## src/rtl/cpm_cnt_bank.sv

```systemverilog
// Multi-channel event counter bank with wrap/saturate modes, preload, a coherent
// shadow snapshot, a one-cycle read port and sticky overflow flags with a combined interrupt.
module cpm_cnt_bank #(
  parameter  int NCH = 4,
  parameter  int DW  = 16,
  localparam int AW  = $clog2(NCH)
) (
  input  logic           Clk,
  input  logic           Rstn,
  input  logic [NCH-1:0] Enable,
  input  logic           Mode,
  input  logic           Clr,
  input  logic           Load,
  input  logic [AW-1:0]  LoadCh,
  input  logic [DW-1:0]  LoadVal,
  input  logic           Snap,
  input  logic           RdReq,
  input  logic [AW-1:0]  RdCh,
  output logic           RdVld,
  output logic [DW-1:0]  RdData,
  output logic [NCH-1:0] Ovf,
  output logic           OvfIrq
);

  localparam logic [DW-1:0] CNT_MAX = '1;
  localparam logic [DW-1:0] CNT_ONE = DW'(1);

  logic [DW-1:0]  cnt    [NCH];
  logic [DW-1:0]  shadow [NCH];
  logic [NCH-1:0] load_hit;
  logic [DW-1:0]  rd_sel;

  // Load decode; a LoadCh beyond the last channel matches nothing and is ignored.
  // NOTE: combinational blocks assign defaults first and use blocking '=' so no latch is inferred.
  always_comb begin
    load_hit = '0;
    for (int i = 0; i < NCH; i++) begin
      load_hit[i] = Load && (LoadCh == AW'(i));
    end
  end

  // Per-channel counter and sticky overflow: Clr > Load > Enable > hold.
  // NOTE: the counter and shadow arrays are small flop banks, not RAM, so they take the async reset.
  always_ff @(posedge Clk or negedge Rstn) begin
    if (!Rstn) begin
      for (int i = 0; i < NCH; i++) begin
        cnt[i] <= '0;
      end
      Ovf <= '0;
    end else begin
      for (int i = 0; i < NCH; i++) begin
        if (Clr) begin
          cnt[i] <= '0;
          Ovf[i] <= 1'b0;
        end else if (load_hit[i]) begin
          cnt[i] <= LoadVal;
        end else if (Enable[i]) begin
          if (cnt[i] == CNT_MAX) begin
            Ovf[i] <= 1'b1;
            if (!Mode) begin
              cnt[i] <= '0;
            end
          end else begin
            cnt[i] <= cnt[i] + CNT_ONE;
          end
        end
      end
    end
  end

  // Shadow captures the pre-update counter values, so Snap with Clr keeps the old counts.
  always_ff @(posedge Clk or negedge Rstn) begin
    if (!Rstn) begin
      for (int i = 0; i < NCH; i++) begin
        shadow[i] <= '0;
      end
    end else if (Snap) begin
      for (int i = 0; i < NCH; i++) begin
        shadow[i] <= cnt[i];
      end
    end
  end

  always_ff @(posedge Clk or negedge Rstn) begin
    if (!Rstn) begin
      OvfIrq <= 1'b0;
    end else begin
      OvfIrq <= |Ovf;
    end
  end

  // Read mux over the shadow bank; an out-of-range channel selects zero.
  always_comb begin
    rd_sel = '0;
    for (int i = 0; i < NCH; i++) begin
      if (RdCh == AW'(i)) begin
        rd_sel = shadow[i];
      end
    end
  end

  // Read pipeline: RdData only moves on a request, so it holds while RdVld is low.
  always_ff @(posedge Clk or negedge Rstn) begin
    if (!Rstn) begin
      RdVld  <= 1'b0;
      RdData <= '0;
    end else begin
      RdVld <= RdReq;
      if (RdReq) begin
        RdData <= rd_sel;
      end
    end
  end

endmodule

```

## config.mk

```make
export PLATFORM = sky130hd
export DESIGN_NAME = cpm_cnt_bank
export DESIGN_NICKNAME = d
export VERILOG_FILES = /design/src/rtl/cpm_cnt_bank.sv
export SDC_FILE = /design/constraint.sdc
export NUM_CORES = 1
export LEC_CHECK = 0
export CORE_MARGIN = 8
export CORE_UTILIZATION = 35
export DETAILED_ROUTE_END_ITERATION = 10
export HOLD_SLACK_MARGIN = 0.1
export SYNTH_ARGS = -nofsm -noshare
export SYNTH_HDL_FRONTEND = slang
export SYNTH_SLANG_ARGS = --single-unit
```

## constraint.sdc

```tcl
create_clock -name Clk -period 1.8 [get_ports Clk]
set_input_delay 0.36 -clock Clk [delete_from_list [all_inputs] [get_ports Clk]]
set_output_delay 0.36 -clock Clk [all_outputs]
set_load 0.01 [all_outputs]
```

* Word level (Yosys, flattened, before mapping)
Cells that the tools add are included.
** Cells by class
- Reductions and logical operators :: 27
- Add/sub/neg operators :: 4
- Equality and inequality tests :: 18
- Mux-type cells :: 37
** Operators with widths (number)
- $mux 16 :: 21
- $add 16x1->16 const B :: 4
- $eq 16x16->1 const B :: 4
- $mux 1 :: 16
- $ne 4x4->1 const B :: 4
- $reduce_bool 2->1 :: 8
- $reduce_and 3->1 :: 4
- $reduce_bool 3->1 :: 4
- $eq 2x2->1 const B :: 4
- $ne 2x2->1 const B :: 4
- $reduce_and 2->1 :: 4
- $eq 2x1->1 const B :: 2
- $logic_and 1x1->1 :: 4
- $logic_not 2->1 :: 2
- $reduce_or 4->1 :: 1
** Storage, ports and cells
- Register bits after elaboration :: 150
- Output and inout bits :: 22
- Bits of input ports :: 31

* Depth between registers and ports, before layout
Gate-level depths: netlist of run 1.
- Depth in word-level cells :: 5
- Mapped depth :: 7
- Gate-level depth less buffers :: 6

* Least setup slack after synthesis of run 1
OpenSTA, ideal clock, no wires.
- Path type :: input -> register
- Start :: in RdCh[0]
- End :: reg RdData[10]
- Data required time :: 1.675 ns
- Setup slack :: -0.173 ns
- Stages on the path :: 4
- Data arrival time :: 1.848 ns
- Library setup time :: 0.125 ns
- Cells stage by stage :: clkbuf_1 > buf_2 > mux4_2 > mux2_2
** Between the ends
- Cells in the longest elaborated chain, start to end :: 5
** Ends and longest elaborated chain
- start: declaration :: RTL line 18 : input logic [AW-1:0] RdCh,
- $logic_not 2->1 :: RTL line 96 : if (RdCh == AW'(i)) begin
- $mux 16 (3 in series) :: RTL line 96
- $mux 16 * :: RTL line 96
- end signal: assignment :: RTL line 110 : RdData <= rd_sel;
- end: declaration :: RTL line 20 : output logic [DW-1:0] RdData,
Every way passes the cells marked *; elsewhere a longest branch is shown, timed or not.
A chain may end at the register's enable or synchronous reset.

* Worst setup path in the final report of run 1
- Start :: reg cnt[55] in the netlist's numbering
- End :: reg cnt[62] in the netlist's numbering
** Between the ends
- Cells in the longest elaborated chain, start to end :: 5
** Ends and longest elaborated chain
- start: declaration :: RTL line 28 : logic [DW-1:0] cnt [NCH];
- start signal: indexed assignment :: RTL line 56 : cnt[i] <= LoadVal;
- start signal: indexed assignment :: RTL line 64 : cnt[i] <= cnt[i] + CNT_ONE;
- $add 16x1->16 / $eq 16x16->1 (equally long branches) :: RTL line 64, 58
- $mux 16 :: RTL line 58 : if (cnt[i] == CNT_MAX) begin
- $mux 16 :: RTL line 57 : end else if (Enable[i]) begin
- $mux 16 :: RTL line 55 : end else if (load_hit[i]) begin
- $mux 16 :: RTL line 52 : if (Clr) begin
Several ways; a longest one is shown, not always the timed one. The select of a mux whose other input is x is not followed.

==> metrics.sh, run 1 <==
OUTCOME='finished, violations left'
VIOLATIONS_IN_THE_FINAL_REPORTS='negative setup slack'
ROW_COUNT=55
IOS=53
WORST_PIN_SLEW_NS=0.460
INTERNAL_POWER_mW=6.58
SYNTH-WARNING-COUNT=0
MAXCAPVIOLATIONS=0
PORT_BUFFERS=52
GR-TOTAL-OVERFLOW=0
PATH_CLK_SLEW_NS=0.06
SWITCHING_SHARE_PCT=25.1
P_LEAK_nW=4.93
ROUTABILITYCONGESTION=0.913
TIMING.CRITICAL_PATH.SLOWEST_CELL_DELAY_NS=0.60
ANTENNA_CELLS_INSERTED=0
ROUTED-WL-MET2_UM=12400
SYNTH_SEQUENTIAL_AREA_RATIO_PCT=47.6
DETAIL_ROUTE.ITER0.VIOLATIONS=569
DRT-VIAS-PER-INSTANCE=5.68
GROUTE.USAGE.OVERALL_PCT=18.3
WORST_HOLD_PATH_TYPE='input port to asynchronous set/reset pin'
FIRST_PASS_GRT_WIRE_LENGTH_UM=39700
PLACE_HPWL_UM=18700
HOLD_SLACK_NS=0.457
DRT_DRC=0
MAX_FREQ_MHz=518
SIGNAL_ARRIVAL_TIME_AT_THE_WORST_ENDPOINT_NS=2.29
CTS_TREE='yes'
INITIAL_UTILIZATION_PCT=35.3
COMMONEST_NON_FILL_NON_TAP_CELL_IN_THE_LAYOUT='sky130_fd_sc_hd__buf_4'
LAYOUT.NETS=972
DESIGN.DIE.AREA_UM2=27600
SHARE_COMB_OF_TOTAL_POWER_PCT=16.1
CRIT_PATH_START_KIND='register'
VIAS=7009
AREA_GROWTH_SYN_TO_LAYOUT_PCT=38.7
SETUP_REPAIR_AFTER_GLOBAL_ROUTING_MISSED_ITS_MARGIN='true'
POWERDENSITY_nW_PER_UM2=803
FINALHOLDVIOLCOUNT=0
NUMBER_OF_PINS_EXCEEDING_THEIR_MAX_SLEW_LIMIT_IN_THE_FINAL_REPORT=0
PERIOD_MINUS_SLACK_NS=1.93
TOTALNEGATIVESETUPSLACK_NS=-1.02
MAXUSEDROUTINGLAYER='met4'
NET-SWITCHING-POWER_mW=2.21
MAX-VDD-IR-DROP_mV=0.678
POWER_FRAC_SEQ_PCT=43.0
YOSYSTOPAREACELL='sky130_fd_sc_hd__dfrtp_1'
DETAIL_ROUTE.WIRELENGTH_UM=25300
GRT_MAX_DEGREE=65
CRIT-REG2REG-LAUNCH='cnt[55]'
MET1_LENGTH_UM=11100
CRIT_PATH_END_KIND='register'
CLOCK_POWER_SHARE_PCT=41.0
REG2REGPATHDEPTH=6
CRITPATHMAXFANOUT=4
SYNTH_AREA_LEADERS='sky130_fd_sc_hd__dfrtp_1 48%, sky130_fd_sc_hd__mux2_2 11%, sky130_fd_sc_hd__mux4_2 4.6%'
SYN_INST=731
REQUIRED_NS=2.16
FIN_SKEW_NS=0.00799
WORST_SLEW_MARGIN_REL_PCT=69.4
SLACK_OF_THE_CRITICAL_PATH_NS=-0.130
WL_MET3_UM=1200
SYNTH_ASYNC_SR_FLOP_SHARE_PCT=100
SYNTH_CELL_TYPES=64
FINAL_SETUP_VIOLS=20
CORE_REGION_AREA_UM2=22400
CTS_BUFFERS=17
PATH_CLASS='register to register'
CTS-ROOT-TO-SINK-BUFFERS=2
DRT_PRE_ANTENNA_ITERS=5
ROUTE.ANTENNA.REMAINING_NETS=0
COMMONEST_CELLS_AFTER_ROUTING_FILL_AND_TAPS_ASIDE='157 x sky130_fd_sc_hd__buf_4, 148 x sky130_fd_sc_hd__dfrtp_1, 80 x sky130_fd_sc_hd__mux2_2'
SYNTH_TOP_CELL_AREA_SHARE_PCT=47.6
DP_WORST_SETUP_SLACK_NS=-0.423
SYN_AVG_CELL_AREA_UM2=10.8
SYNTH_AREA_UM2=7890
DIE_H_UM=166
NUMCLOCKSINKS=150
POST_SYNTH_EDFFS=0
ROOT_BUFFER='sky130_fd_sc_hd__clkbuf_16'
CRITICAL_PATH.CELL_CHAIN='nand4_1 > or4_4 > buf_6 > or3_4 > a21oi_2 > a221o_1'
SYNTHFLOPTYPE='sky130_fd_sc_hd__dfrtp_1'
CLK-INSERTION-DELAY-LATE_NS=0.43
CHIPWIDTH_UM=166
CRIT_START='cnt[55]'
ANTENNA_FOUND_INITIAL=1
ROUTEDWLPERCELL_UM=20.5
MAPPEDNETLISTNETS=766
PERIOD_SHARE_PCT=107
HTREE_LEVELS=4
YOSYS_REGISTER_BITS=150
POST_ROUTE_CELLS_DRIVE_ABOVE_1_SHARE_PCT=37.6
TIMING.CRITICAL_PATH.SLOWEST_STAGE_CELL='sky130_fd_sc_hd__or4_4'
GRT_PASS1_VIAS=6981
-- cell families (layout without fill, tap and decap cells) --
kind of cell | Yosys count | count (layout) | share of synthesized area [%]
mux | 98 | 98 | 16.2
xor+xnor | 14 | 14 | 1.55
buf+inv | 54 | 271 | 2.71
simple gates | 237 | 237 | 16.3
fa+ha+maj | 4 | 4 | 0.635
flops | 150 | 150 | 47.6
compound gates | 174 | 174 | 15.0
-- state kept, by name, summed over array words and instances (netlist names) --
name    cells
Ovf         4
OvfIrq      1
RdData     16
RdVld       1
cnt        64
shadow     64
-- synth_stat cells (all sizes together) (8+ instances only) --
cell type / n
nand4: 24
and2: 8
o31ai: 9
a22oi: 8
o21ai: 51
buf: 9
nand3: 27
a31oi: 13
and3: 19
nor2: 38
a21oi: 31
inv: 10
and4: 15
mux2: 80
or3: 8
dfrtp: 150
clkbuf: 35
nand2: 54
xor2: 8
nor3: 18
mux4: 16
-- per-layer routing --
metal	vias to the layer above	track usage, %
met5	-	0
met4	0	6.40
met3	36	3.16
met2	233	30.5
met1	3530	23.6
li1	3210	-
-- per-stage QoR --
step	power (mW)	utilization (%)	std cells	area (um^2)
detailed placement	5.17	44.5	1186	9960
global route	9.13	48.9	1233	10900
floorplan	4.41	-	731	7930
global placement	5.15	44.5	1186	9960
finish	8.79	48.9	1233	10900
CTS	8.81	47.7	1225	10700
-- power groups by stage --
stage	clock network [mW]	registers [mW]	logic [mW]
2_1_floorplan	0	3.83	0.582
3_3_place_gp	0	3.82	1.33
3_5_place_dp	0	3.83	1.35
4_1_cts	3.67	3.77	1.37
5_1_grt	3.81	3.80	1.51
6_report	3.60	3.78	1.41
-- final cells by class --
cell class	count	area (um^2)
clock inverters	9	128
multi-input cells	527	4160
inverters	10	37.5
well taps	285	357
repair buffers	231	2040
clock buffers	21	460
flip-flops and latches	150	3760
fillers	1998	11400
-- path summary, 6_finish.rpt --
kind | endpoint | slack, ns
setup / recovery | cnt[62] | -0.13
hold reg to reg | RdData[11] | 0.51
max in group asynchronous | shadow[21] | 0.77
min in group Clk | RdData[11] | 0.51
hold / removal | shadow[36] | 0.46
setup reg to reg | cnt[62] | -0.13
-- what timing repair did --
item,CTS,global route
endpoints found under the hold margin,40,0
buffers inserted,8,11
endpoints found under the setup margin,33,51
hold buffers,1,0
pin swaps,12,30
gates resized for setup,15,49
-- critical path: cells and delay by family, from the launching register on --
family / cells / cell delay [ns]
flops: 1 / 0.35
compound gates: 2 / 0.29
simple gates: 3 / 1.07
buf+inv: 1 / 0.15
No activity file was read; power rests on OpenSTA's default activity.
==> run 2, diff against run 1 <==
- clock period: 1.8 -> 1.6 ns (I/O delays scaled with it)
==> run 2 against run 1 <==
  * Highest routed layer is now met5
  * Clock-buffer cell count fell by 2
  * First-iteration DRC count rose by 24%
  * The flow still finishes with violations (negative setup slack)
  * Non-clock buffer count rose by 35
  * Sequential share of layout area fell by 1.8 points
  * Clock skew rose by 0.0024 ns
  * Via count rose by 3.2%
  * Hold slack got worse by 0.11 ns
  * Worst setup slack got worse by 0.17 ns
  * Global-route usage rose by 1.3 points
  * Combinational power rose by 21%
  * Sequential power rose by 12%
==> metrics.sh, run 2 (synthesis gave the netlist of run 1 again) <==
OUTCOME='finished, violations left'
VIOLATIONS_IN_THE_FINAL_REPORTS='negative setup slack'
ROUTEDWLPERCELL_UM=21.5
IOS=53
PERIOD_MINUS_SLACK_NS=1.90
GRT_MAX_DEGREE=46
PATH_BUF_INV=3
TOTALNEGATIVESETUPSLACK_NS=-8.02
GRT_USE_MET2_PCT=30.5
MAXCAPVIOLATIONS=0
WORST_PIN_SLEW_NS=0.505
GR-TOTAL-OVERFLOW=0
PATH_CLASS='register to register'
SLACK_OF_THE_CRITICAL_PATH_NS=-0.303
VIAS=7233
PERIOD_SHARE_PCT=119
WORST_SLEW_MARGIN_REL_PCT=66.3
FIRST_PASS_GRT_WIRE_LENGTH_UM=41800
MET1_GRT_UTIL_PCT=25.6
DRT_DRC=0
INITIAL_UTILIZATION_PCT=35.3
POWERDENSITY_nW_PER_UM2=866
ROOT_BUFFER='sky130_fd_sc_hd__clkbuf_16'
CRIT-REG2REG-LAUNCH='cnt[49]'
P_LEAK_nW=5.28
CTS_TREE='yes'
CRITICAL-PATH-TOP-DELAY-FAMILY='simple AND/OR/NAND/NOR gates'
ANTENNA_FOUND_INITIAL=1
GROUTE.USAGE.OVERALL_PCT=19.6
CLK-INSERTION-DELAY-LATE_NS=0.43
WORST_HOLD_PATH_TYPE='input port to asynchronous set/reset pin'
COMMONEST_NON_FILL_NON_TAP_CELL_IN_THE_LAYOUT='sky130_fd_sc_hd__buf_4'
FINAL_INSTANCE_COUNT_EXCL_FILLERS=1270
DRT-VIAS-PER-INSTANCE=5.70
PLACE_HPWL_UM=20100
CHIPWIDTH_UM=166
FINAL_SETUP_VIOLS=62
POST_ROUTE_CELLS_DRIVE_ABOVE_1_SHARE_PCT=45.4
PATH_CLK_SLEW_NS=0.07
R2R_END='cnt[54]'
NUMCLOCKSINKS=150
REPORT.POWER.TOTAL_mW=10.0
CORE_REGION_AREA_UM2=22400
SETUP.REG_TO_REG.WORST_SLACK_NS=-0.30
FINALCOREUTILIZATION_PCT=51.6
CTS-ROOT-TO-SINK-BUFFERS=2
TIMING.CRITICAL_PATH.SLOWEST_STAGE_CELL='sky130_fd_sc_hd__or4_4'
GRT_PASS1_VIAS=7045
REQUIRED_NS=1.95
LAYOUT.NETS=1007
MAX_FREQ_MHz=525
FIN_SKEW_NS=0.0103
DRT_PRE_ANTENNA_ITERS=5
CRIT_PATH_START_KIND='register'
DESIGN.DIE.AREA_UM2=27600
HTREE_LEVELS=4
HOLD_SLACK_NS=0.343
BUSIEST_LAYER='met2'
NUMBER_OF_PINS_EXCEEDING_THEIR_MAX_SLEW_LIMIT_IN_THE_FINAL_REPORT=0
DETAIL_ROUTE.ITER0.VIOLATIONS=707
LARGESTREGISTERS='cnt: 64 flops, shadow: 64 flops, RdData: 16 flops'
ROUTE.ANTENNA.REMAINING_NETS=0
CRITPATHMAXFANOUT=6
PORT_BUFFERS=52
REG2REGPATHDEPTH=8
CRITICAL_PATH.CELL_CHAIN='ha_4 > nand2_4 > or4_4 > o32ai_4 > buf_6 > buf_12 > inv_6 > a21oi_2'
CTS_BUFFERS=17
AREA_GROWTH_SYN_TO_LAYOUT_PCT=46.4
TIMING.CRITICAL_PATH.SLOWEST_CELL_DELAY_NS=0.58
ANTENNA_CELLS_INSERTED=0
DIE_H_UM=166
DETAIL_ROUTE.WIRELENGTH_UM=27400
USE_MET3_PCT=3.97
MAX-VDD-IR-DROP_mV=0.778
ROUTABILITYCONGESTION=0.892
SETUP_REPAIR_AFTER_GLOBAL_ROUTING_MISSED_ITS_MARGIN='true'
SIGNAL_ARRIVAL_TIME_AT_THE_WORST_ENDPOINT_NS=2.26
COMMONEST_CELLS_AFTER_ROUTING_FILL_AND_TAPS_ASIDE='184 x sky130_fd_sc_hd__buf_4, 148 x sky130_fd_sc_hd__dfrtp_1, 80 x sky130_fd_sc_hd__mux2_2'
CRIT_PATH_END_KIND='register'
FINALHOLDVIOLCOUNT=0
ROW_COUNT=55
PLACE.DETAILED.INSTANCES=1217
[run 2: cell types whose count changed in the layout (fill, tap and decap cells not counted), sizes merged]
cell           before  now
inv                10   14
dlygate4sd2         0   25
clkdlybuf4s50      46   24
bufinv              3    2
dlymetal6s2s        4    1
buf               180  215
clkbuf             21   19
clkinvlp            0    1
[run 2: worst max-delay path by stage]
stage	from	end	slack, ns	depth (start not counted)
6_report	cnt[49]	cnt[54]	-0.30	8
5_1_grt	cnt[49]	cnt[62]	-0.34	6
4_1_cts	cnt[49]	cnt[62]	-0.29	6
3_5_place_dp	Mode	cnt[29]	-0.63	6
3_3_place_gp	Mode	cnt[29]	-0.61	6
2_1_floorplan	cnt[48]	cnt[63]	-0.23	6
[run 2: routing by layer]
layer | routed length, um | part of all wire (%) | up-vias
li1 | - | - | 3287
met1 | 11700 | 43 | 3597
met2 | 12800 | 47 | 277
met3 | 1690 | 6.2 | 70
met4 | 1230 | 4.5 | 2
met5 | 13 | 0.048 | -
[run 2: report_power, final]
group	internal, mW	switching, mW	leakage [nW]
Sequential	4.06	0.165	2.03
Clock	2.36	1.70	0.289
Combinational	0.856	0.858	2.96
Total	7.28	2.72	5.28
[run 2: timing repair]
action,CTS,global route
buffers inserted,9,12
hold endpoints to repair,124,0
resized for setup,86,55
hold buffers,1,0
pin swaps,46,45
endpoints found under the setup margin,85,66
[run 2: final cells by class]
| type | instances | area, um^2 |
|---|---|---|
| multi-input cells | 527 | 4470 |
| well taps | 285 | 357 |
| fillers | 1947 | 10800 |
| repair buffers | 266 | 2320 |
| clock buffers | 19 | 443 |
| flip-flops and latches | 150 | 3760 |
| clock inverters | 13 | 148 |
| inverters | 10 | 42.5 |
[run 2: metrics by stage]
stage,cell area [um^2],worst slack [ns]
after detailed placement,10300,-0.631
after CTS,11200,-0.293
after global routing,11500,-0.343
after global placement,10300,-0.610
after floorplan,8070,-0.228
final,11500,-0.303
==> run 3, diff against run 2 <==
- CELL_PAD_IN_SITES_DETAIL_PLACEMENT: default -> 0
- CELL_PAD_IN_SITES_GLOBAL_PLACEMENT: default -> 1
- CTS_CLUSTER_SIZE: default -> 14
- PLACE_DENSITY_LB_ADDON: default -> 0.1
==> run 3 against run 2 <==
  * The run still ends with negative setup slack left
  * Clock power down 4%
  * Cell count up 0.63%
  * Fmax is 1.9% lower
  * Register-to-register slack worse by 0.04 ns
  * Sequential power is essentially flat
  * Critical path type unchanged
  * Critical endpoint is now cnt[63]
  * Largest power group unchanged
==> metrics.sh, run 3 (synthesis gave the netlist of run 1 again) <==
FIN_SKEW_NS=0.0126
CTS_TREE='yes'
MAXCAPVIOLATIONS=0
CTS_BUFFERS=17
CHIPWIDTH_UM=166
VIAS=7269
GRT_PASS1_VIAS=7628
AREA_GROWTH_SYN_TO_LAYOUT_PCT=48.7
CRITPATHMAXFANOUT=4
FINALHOLDVIOLCOUNT=0
ROUTE.ANTENNA.REMAINING_NETS=0
CLK-INSERTION-DELAY-LATE_NS=0.43
NUMBER_OF_PINS_EXCEEDING_THEIR_MAX_SLEW_LIMIT_IN_THE_FINAL_REPORT=0
DRT-VIAS-PER-INSTANCE=5.69
COMMONEST_NON_FILL_NON_TAP_CELL_IN_THE_LAYOUT='sky130_fd_sc_hd__buf_4'
FINAL_SETUP_VIOLS=61
PATH_CLASS='register to register'
GRT_MAX_DEGREE=41
WORST_HOLD_PATH_TYPE='input port to register'
OUTCOME='finished, violations left'
ROOT_BUFFER='sky130_fd_sc_hd__clkbuf_16'
REPORT.POWER.TOTAL_mW=9.94
PATH_CLK_SLEW_NS=0.06
WORST_PIN_SLEW_NS=0.448
PERIOD_MINUS_SLACK_NS=1.94
GR-TOTAL-OVERFLOW=0
HTREE_LEVELS=4
VIOLATIONS_IN_THE_FINAL_REPORTS='negative setup slack'
POST_ROUTE_CELLS_DRIVE_ABOVE_1_SHARE_PCT=45.2
ANTENNA_FOUND_INITIAL=0
CRIT_PATH_END_KIND='register'
PORT_BUFFERS=52
P_LEAK_nW=5.33
SETUP_REPAIR_AFTER_GLOBAL_ROUTING_MISSED_ITS_MARGIN='true'
ROUTEDWLPERCELL_UM=23.5
FINALCOREUTILIZATION_PCT=52.4
CORE_REGION_AREA_UM2=22400
GROUTE.USAGE.OVERALL_PCT=21.7
DESIGN.DIE.AREA_UM2=27600
DRT_PRE_ANTENNA_ITERS=4
NUMCLOCKSINKS=150
MAX-VDD-IR-DROP_mV=0.638
ANTENNA_CELLS_INSERTED=0
DETAIL_ROUTE.WIRELENGTH_UM=30100
REQUIRED_NS=1.90
PLACE_HPWL_UM=22500
POWERDENSITY_nW_PER_UM2=848
DIE_H_UM=166
MAX_FREQ_MHz=515
COMMONEST_CELLS_AFTER_ROUTING_FILL_AND_TAPS_ASIDE='183 x sky130_fd_sc_hd__buf_4, 150 x sky130_fd_sc_hd__dfrtp_1, 80 x sky130_fd_sc_hd__mux2_2'
ROW_COUNT=55
DETAIL_ROUTE.ITER0.VIOLATIONS=479
IOS=53
PERIOD_SHARE_PCT=121
LARGESTREGISTERS='cnt: 64 flops, shadow: 64 flops, RdData: 16 flops'
LAYOUT.NETS=1015
FILL_CELLS=1968
SLACK_OF_THE_CRITICAL_PATH_NS=-0.340
INITIAL_UTILIZATION_PCT=35.3
ROUTABILITYCONGESTION=0.900
SIGNAL_ARRIVAL_TIME_AT_THE_WORST_ENDPOINT_NS=2.24
DRT_DRC=0
WORST_SLEW_MARGIN_REL_PCT=70.0
TOTALNEGATIVESETUPSLACK_NS=-8.96
FIRST_PASS_GRT_WIRE_LENGTH_UM=46100
CTS-ROOT-TO-SINK-BUFFERS=2
CRIT_PATH_START_KIND='register'
-- run 3: cell types whose count changed in the layout (fill, tap and decap cells not counted), moves of 4 or more --
| cell | before | now |
|---|---|---|
| sky130_fd_sc_hd__and3_4 | 7 | 3 |
| sky130_fd_sc_hd__nand3_4 | 2 | 7 |
| sky130_fd_sc_hd__nand3_2 | 8 | 2 |
| sky130_fd_sc_hd__buf_12 | 13 | 21 |
-- run 3: critical path, cell delays in order (launching register included) --
cell and delay (ns):
sky130_fd_sc_hd__dfrtp_1 0.40, sky130_fd_sc_hd__ha_4 0.16, sky130_fd_sc_hd__nand2_4 0.04, sky130_fd_sc_hd__or4_4 0.54
sky130_fd_sc_hd__o211ai_2 0.29, sky130_fd_sc_hd__a21oi_1 0.10, sky130_fd_sc_hd__a221o_1 0.28
-- run 3: what timing repair did --
action | CTS | global route
hold endpoints to repair | 35 | 0
cloned | 0 | 0
setup buffers | 13 | 8
hold buffers | 1 | 0
resized for setup | 83 | 53
pin swaps | 63 | 37
endpoints found under the setup margin | 86 | 66
-- run 3: layout make-up --
| class | count | area [um^2] | area share, % |
|---|---|---|---|
| Clock inverter | 13 | 124 | 1.06 |
| Sequential cell | 150 | 3750 | 32.0 |
| Clock buffer | 19 | 443 | 3.78 |
| Inverter | 10 | 42.5 | 0.363 |
| Tap cell | 285 | 357 | 3.04 |
| Multi-Input combinational cell | 527 | 4520 | 38.5 |
| Timing Repair Buffer | 274 | 2490 | 21.2 |
-- run 3: path summary, 6_finish.rpt --
check                           from    endpoint  depth (start not counted)  slack, ns
max in group asynchronous       Rstn     cnt[62]                          3       0.51
max                          cnt[48]     cnt[63]                          6      -0.34
max reg2reg                  cnt[48]     cnt[63]                          6      -0.34
min reg2reg                RdData[4]   RdData[4]                          1       0.50
min                             Snap  shadow[34]                          2       0.36
min in group asynchronous       Rstn  shadow[48]                          2       0.39
-- run 3: layer usage --
metal  share of wire (%)  GRT usage (%)  routed length, um  vias to the layer above
li1                    -              -                  -                     3288
met1                  45           28.5              13400                     3710
met2                  48           35.8              14400                      222
met3                 4.0           2.95               1190                       49
met4                 3.3           8.42               1000                        0
met5                   0              0                  0                        -
-- run 3: through the flow --
stage	worst slack [ns]	cell area [um^2]	hold slack [ns]	std cells
2_1_floorplan	-0.228	8070	0.0244	731
3_3_place_gp	-0.666	10500	0.280	1224
3_5_place_dp	-0.741	10500	0.284	1224
4_1_cts	-0.329	11400	0.346	1270
5_1_grt	-0.406	11700	0.350	1278
6_report	-0.340	11700	0.359	1278
-- run 3: power by group --
group	internal, mW	switching, mW
Sequential	4.06	0.173
Combinational	0.888	0.909
Clock	2.20	1.71
Total	7.15	2.79
